File: src/rtl/regfile_mp_pkg.sv
// -----------------------------------------------------------------------------
// regfile_pkg
// Shared constants for the multi-port register file:
//   RF_WIDTH / RF_DEPTH : default data width and register count
//   R0 .. R7            : 3-bit register-index names for the default 8-entry file
// -----------------------------------------------------------------------------
package regfile_pkg;

   localparam int RF_WIDTH = 16;
   localparam int RF_DEPTH = 8;

   localparam logic [2:0] R0 = 3'd0;
   localparam logic [2:0] R1 = 3'd1;
   localparam logic [2:0] R2 = 3'd2;
   localparam logic [2:0] R3 = 3'd3;
   localparam logic [2:0] R4 = 3'd4;
   localparam logic [2:0] R5 = 3'd5;
   localparam logic [2:0] R6 = 3'd6;
   localparam logic [2:0] R7 = 3'd7;

endpackage

File: src/rtl/regfile_mp_if.sv
// -----------------------------------------------------------------------------
// regfile_mp_if
// Bus between the datapath controller (master) and the register file (slave).
//   write/writenum/data_in     : write port
//   claim/claimnum             : mark a register busy (producer issued)
//   readnum_a/readnum_b        : read indices
//   data_out_a/data_out_b      : read data
//   busy_a/busy_b              : busy bit of the addressed registers
//   busy_any                   : OR of every busy bit
// -----------------------------------------------------------------------------
interface regfile_mp_if
   import regfile_pkg::*;
#(
   parameter int WIDTH = RF_WIDTH,
   parameter int DEPTH = RF_DEPTH
);
   localparam int AW = $clog2(DEPTH);

   logic             write;
   logic [AW-1:0]    writenum;
   logic [WIDTH-1:0] data_in;
   logic             claim;
   logic [AW-1:0]    claimnum;
   logic [AW-1:0]    readnum_a;
   logic [AW-1:0]    readnum_b;
   logic [WIDTH-1:0] data_out_a;
   logic [WIDTH-1:0] data_out_b;
   logic             busy_a;
   logic             busy_b;
   logic             busy_any;

   modport master (
      output write, writenum, data_in, claim, claimnum, readnum_a, readnum_b,
      input  data_out_a, data_out_b, busy_a, busy_b, busy_any
   );

   modport slave (
      input  write, writenum, data_in, claim, claimnum, readnum_a, readnum_b,
      output data_out_a, data_out_b, busy_a, busy_b, busy_any
   );

endinterface

File: src/rtl/regfile_mp_cell.sv
// -----------------------------------------------------------------------------
// regfile_cell
// One WIDTH-bit storage register, synchronous reset to zero, load enable.
//   clk, reset : clock and synchronous active-high reset
//   i_load     : capture i_d on the rising edge
//   i_d        : data to load
//   o_q        : stored value
// -----------------------------------------------------------------------------
module regfile_cell
   import regfile_pkg::*;
#(
   parameter int WIDTH = RF_WIDTH
) (
   input  logic             clk,
   input  logic             reset,
   input  logic             i_load,
   input  logic [WIDTH-1:0] i_d,
   output logic [WIDTH-1:0] o_q
);

   logic [WIDTH-1:0] r_q;

   always_ff @(posedge clk) begin
      if (reset) begin
         r_q <= '0;
      end else if (i_load) begin
         r_q <= i_d;
      end
   end

   assign o_q = r_q;

endmodule

File: src/rtl/regfile_mp.sv
// -----------------------------------------------------------------------------
// regfile_mp
// Parametrised register file: one write port, two combinational read ports,
// synchronous clear and a per-register busy scoreboard.
//   clk, reset : clock and synchronous active-high reset (clears data and busy)
//   bus        : regfile_mp_if slave modport (write, claim, two read ports,
//                busy_a/busy_b/busy_any)
// Build option: define REGFILE_BYPASS_EN to forward data_in onto a read port
// that addresses the register being written in the same cycle. Busy bits are
// never forwarded.
// -----------------------------------------------------------------------------
module regfile_mp
   import regfile_pkg::*;
#(
   parameter int WIDTH = RF_WIDTH,
   parameter int DEPTH = RF_DEPTH
) (
   input  logic          clk,
   input  logic          reset,
   regfile_mp_if.slave   bus
);

   localparam int AW = $clog2(DEPTH);

   logic [DEPTH-1:0] w_load;
   logic [DEPTH-1:0] w_claim;
   logic [DEPTH-1:0] r_busy;
   logic [WIDTH-1:0] w_q [DEPTH];

   // Index decode: an out-of-range index matches no register, so such writes
   // and claims fall away with no extra logic.
   genvar gi;
   generate
      for (gi = 0; gi < DEPTH; gi++) begin : g_reg
         assign w_load[gi]  = bus.write && (bus.writenum == AW'(gi));
         assign w_claim[gi] = bus.claim && (bus.claimnum == AW'(gi));

         regfile_cell #(.WIDTH(WIDTH)) u_cell (
            .clk    (clk),
            .reset  (reset),
            .i_load (w_load[gi]),
            .i_d    (bus.data_in),
            .o_q    (w_q[gi])
         );
      end
   endgenerate

   // Write-back clears busy; a claim in the same cycle is applied afterwards
   // so the newly issued producer keeps the register busy.
   always_ff @(posedge clk) begin
      if (reset) begin
         r_busy <= '0;
      end else begin
         r_busy <= (r_busy & ~w_load) | w_claim;
      end
   end

   logic [WIDTH-1:0] w_data_a;
   logic [WIDTH-1:0] w_data_b;
   logic             w_busy_a;
   logic             w_busy_b;

   // Read muxes default to zero so out-of-range indices read 0 / not busy.
   always_comb begin
      w_data_a = '0;
      w_data_b = '0;
      w_busy_a = 1'b0;
      w_busy_b = 1'b0;
      for (int i = 0; i < DEPTH; i++) begin
         if (bus.readnum_a == AW'(i)) begin
            w_data_a = w_q[i];
            w_busy_a = r_busy[i];
`ifdef REGFILE_BYPASS_EN
            if (w_load[i] && !reset) begin
               w_data_a = bus.data_in;
            end
`endif
         end
         if (bus.readnum_b == AW'(i)) begin
            w_data_b = w_q[i];
            w_busy_b = r_busy[i];
`ifdef REGFILE_BYPASS_EN
            if (w_load[i] && !reset) begin
               w_data_b = bus.data_in;
            end
`endif
         end
      end
   end

   assign bus.data_out_a = w_data_a;
   assign bus.data_out_b = w_data_b;
   assign bus.busy_a     = w_busy_a;
   assign bus.busy_b     = w_busy_b;
   assign bus.busy_any   = |r_busy;

endmodule
File: src/flat_wrapper.sv
// flat-port wrapper written by rule: the top's interface ports become plain ports
module regfile_mp_flat import regfile_pkg::*;
#(
   parameter int WIDTH = RF_WIDTH,
   parameter int DEPTH = RF_DEPTH
)
  (clk, reset, bus_write, bus_writenum, bus_data_in, bus_claim, bus_claimnum, bus_readnum_a, bus_readnum_b, bus_data_out_a, bus_data_out_b, bus_busy_a, bus_busy_b, bus_busy_any);
  regfile_mp_if #(.WIDTH(WIDTH), .DEPTH(DEPTH)) bus_i ();
  input  logic clk;
  input  logic reset;
  input wire logic [$bits(bus_i.write)-1:0] bus_write;
  input wire logic [$bits(bus_i.writenum)-1:0] bus_writenum;
  input wire logic [$bits(bus_i.data_in)-1:0] bus_data_in;
  input wire logic [$bits(bus_i.claim)-1:0] bus_claim;
  input wire logic [$bits(bus_i.claimnum)-1:0] bus_claimnum;
  input wire logic [$bits(bus_i.readnum_a)-1:0] bus_readnum_a;
  input wire logic [$bits(bus_i.readnum_b)-1:0] bus_readnum_b;
  output wire logic [$bits(bus_i.data_out_a)-1:0] bus_data_out_a;
  output wire logic [$bits(bus_i.data_out_b)-1:0] bus_data_out_b;
  output wire logic [$bits(bus_i.busy_a)-1:0] bus_busy_a;
  output wire logic [$bits(bus_i.busy_b)-1:0] bus_busy_b;
  output wire logic [$bits(bus_i.busy_any)-1:0] bus_busy_any;
  assign bus_i.write = bus_write;
  assign bus_i.writenum = bus_writenum;
  assign bus_i.data_in = bus_data_in;
  assign bus_i.claim = bus_claim;
  assign bus_i.claimnum = bus_claimnum;
  assign bus_i.readnum_a = bus_readnum_a;
  assign bus_i.readnum_b = bus_readnum_b;
  assign bus_data_out_a = bus_i.data_out_a;
  assign bus_data_out_b = bus_i.data_out_b;
  assign bus_busy_a = bus_i.busy_a;
  assign bus_busy_b = bus_i.busy_b;
  assign bus_busy_any = bus_i.busy_any;
  regfile_mp #(.WIDTH(WIDTH), .DEPTH(DEPTH)) u_core (.clk(clk), .reset(reset), .bus(bus_i));
endmodule
File: config.mk
export PLATFORM = sky130hd
export DESIGN_NAME = regfile_mp_flat
export DESIGN_NICKNAME = d
export VERILOG_FILES = /design/src/rtl/regfile_mp_pkg.sv /design/src/rtl/regfile_mp_if.sv /design/src/rtl/regfile_mp_cell.sv /design/src/rtl/regfile_mp.sv /design/src/flat_wrapper.sv
export SDC_FILE = /design/constraint.sdc
export NUM_CORES = 1
export LEC_CHECK = 0
export ABC_CLOCK_PERIOD_IN_PS = 2700
export CORE_MARGIN = 2
export CORE_UTILIZATION = 35
export DETAILED_ROUTE_END_ITERATION = 10
export DONT_BUFFER_PORTS = 1
export GPL_ROUTABILITY_DRIVEN = 0
export PLACE_DENSITY_LB_ADDON = 0.15
export SLEW_MARGIN = 10
export SYNTH_ARGS = -nofsm -noshare
export SYNTH_HDL_FRONTEND = slang
export SYNTH_SLANG_ARGS = --single-unit
File: constraint.sdc
create_clock -name clk -period 2.7 [get_ports clk]
set_input_delay 0.675 -clock clk [delete_from_list [all_inputs] [get_ports clk]]
set_output_delay 0.675 -clock clk [all_outputs]
set_load 0.01 [all_outputs]
==> results_dict.tcl <==
set metrics [dict create \
    dpl.hpwl_mm 14.77 \
    dieArea_sq_mm 0.02220 \
    crit_path_start "bus_readnum_b[0]" \
    cp.arrival_ps 1760 \
    cts_tree "built" \
    drt_iter0_markers 567 \
    cp_top_family "compound AO/OA/AOI/OAI gates" \
    h-tree-depth 4 \
    netSwitchingPower_w 0.001062 \
    finalSetupViolCount 0 \
    r2r-end "u_core.r_busy[2]" \
    cpPeakStageDelay_ps 480 \
    fin_skew_ps 0 \
    wirelength_mm 24.77 \
    nets 884 \
    io_buffers 0 \
    r2r_slack_ps 2020 \
    combPwrFrac 0.070 \
    overflow 0 \
    clock-sinks 136 \
    yosys_warnings 0 \
    die_x_um 149.0 \
    post-route-period-util 0.9011 \
    r2r_start "u_core.r_busy[2]" \
    fin_crit_ps 2433 \
    core_area_sq_mm 0.02082 \
    slew_viol_final 0 \
    n_fill_cell 2225 \
    path_max_fanout 63 \
    antenna_found_initial 0 \
    wl_per_cell_um 21.80 \
    numCtsBuffers 17 \
    whs_path_depth 1 \
    p_leak_nw 2.754 \
    area_delta_synth_final_pct 9.028 \
    synthTopCellsByArea "dfxtp_1 37%, nand2_1 14%, a21oi_1 8.8%, mux2i_1 5.3%, mux2_2 4.9%" \
    power.density_mw_per_mm2 584.1 \
    drive_gt1_frac 0.1336 \
    cellInternalPower_w 0.003625 \
    ys_types 37 \
    final_cell_mix "271 x nand2_1, 136 x dfxtp_1, 130 x a21oi_1" \
    final_common_cell "nand2_1" \
    worst-path-buf-inv 0 \
    std_cell_rows 53 \
    drt-vias-per-instance 5.579 \
    finalHoldViolCount 0 \
    antenna_left 0 \
    drtPass1Iterations 6 \
    crit_chain "or2_2 -> o22a_1 -> a32oi_1" \
    critPathSlowestCell "or2_2" \
    ir_drop_uv 375.1 \
    syn_nets 930 \
    yosysTopAreaCell "dfxtp_1" \
    slew_headroom 0.5005 \
    synth_top_area_share 0.3699 \
    critPathLaunchType "input pin" \
    hold_buffers 0 \
    whs_ps 329.6 \
    diodes 0 \
    dieHeight_um 149.0 \
    initial_core_util 0.3534 \
    postSynthCellCount 898 \
    fmax_mhz 411.0 \
    maxCapViolations 0 \
    swShare 0.2265 \
    ys_ff_latch 136 \
    cts_buffer_depth 2 \
    clock_power_share 0.484 \
    synth_seq_area_share 0.3699 \
    path_depth 3 \
    critPathRequiredTime_ps 2030 \
    via_count 6338 \
    endpoint_kind "output pin" \
    seq_power_share 0.445 \
    grt_usage 0.2275 \
    ys.flop_type "dfxtp_1" \
    crit_end "bus_data_out_b[5]" \
    drc 0 \
    worst_pin_slew_ps 749.3 \
    syn_area_sq_mm 0.007360 \
    clkTransAtPathRegs_ps 60 \
    async_flop_share 0 \
    cts_setup_buffers 0 \
    ios 67 \
    status "complete, no violations" \
    crit_type "input pin to output pin" \
    grt_pass1_vias 6186 \
    min_from "reset" \
    grt_max_degree 137 \
    rsz0062_at_grt "false" \
    clock_latency_ps 420 \
    avgSynthCellArea_sq_um 8.195 \
    synth_edf_count 0 \
    root_buffer "clkbuf_16" \
    ff2ff_path_depth 2 \
    hold_class "input pin to flip-flop" \
    tns_ps 0 \
    grt_pass1_wl_mm 38.03 \
    cts_resized 0 \
]
[layer usage]
layer / vias to the layer above / wire length, um / GRT usage
li1: 3050 / - / -
met5: - / 0 / 0
met3: 19 / 1254 / 0.04832
met1: 3105 / 11740 / 0.3142
met4: 0 / 295 / 0.05476
met2: 164 / 11470 / 0.3641
[flip-flops by register name, summed over array words and instances (netlist names)]
signal,count
u_core.g.u_cell.o_q,128
u_core.r_busy,8
[final cells by class]
type,instances,area [sq um],share of cell area
Clock inverter,4,70.07,0.008732
Sequential cell,136,2723,0.3393
Multi-Input combinational cell,662,4143,0.5163
Timing Repair Buffer,35,262.8,0.03275
Tap cell,275,344.1,0.04288
Clock buffer,24,481.7,0.06003
[logic make-up (layout without fill, tap and decap cells)]
family	count (synthesis)	in the layout	synth area share
multiplexers	87	87	0.1510
AO/OA/AOI/OAI	241	241	0.2050
buffers and inverters	100	63	0.07123
AND/OR/NAND/NOR	334	334	0.2028
flip-flops	136	136	0.3699
[synth_stat cells (3+ instances only)]
cell type	number
a21o_1	12
a21oi_1	130
a22o_1	14
a22oi_1	40
a32oi_1	17
and4b_1	3
buf_2	30
buf_4	21
buf_6	4
clkbuf_1	42
dfxtp_1	136
mux2_2	32
mux2i_1	39
mux4_2	16
nand2_1	271
nand3b_1	13
nand4b_1	3
nand4bb_1	3
nor2_1	9
nor2b_1	16
nor4bb_1	3
o21ai_0	13
o22a_1	13
[stage by stage]
stage | setup slack [ps] | util | cells | total power, W | area, sq um
global route | 167.5 | 0.3854 | 1136 | 0.004825 | 8024
finish | 267.1 | 0.3854 | 1136 | 0.004687 | 8024
detailed placement | 247.6 | 0.3589 | 1108 | 0.002465 | 7472
global placement | 262.4 | 0.3589 | 1108 | 0.002463 | 7472
floorplan | 198.2 | - | 898 | 0.002492 | 7360
CTS | 247.5 | 0.3854 | 1136 | 0.004712 | 8024
[worst min-delay path by stage]
stage                                                 to  slack, ps
after CTS                               u_core.r_busy[7]        320
after global placement     u_core.g_reg[6].u_cell.o_q[0]        450
after floorplan            u_core.g_reg[4].u_cell.o_q[0]        440
after global routing      u_core.g_reg[1].u_cell.o_q[12]        310
final                     u_core.g_reg[1].u_cell.o_q[13]        330
after detailed placement   u_core.g_reg[6].u_cell.o_q[0]        450
[power groups by stage]
stage | clock network (W) | registers (W) | logic [W]
global placement | 0 | 0.00213 | 0.000333
floorplan | 0 | 0.00212 | 0.000374
global route | 0.00237 | 0.00209 | 0.000360
CTS | 0.00229 | 0.00209 | 0.000335
finish | 0.00227 | 0.00209 | 0.000330
detailed placement | 0 | 0.00213 | 0.000334
No activity file was read; power rests on OpenSTA's default activity.
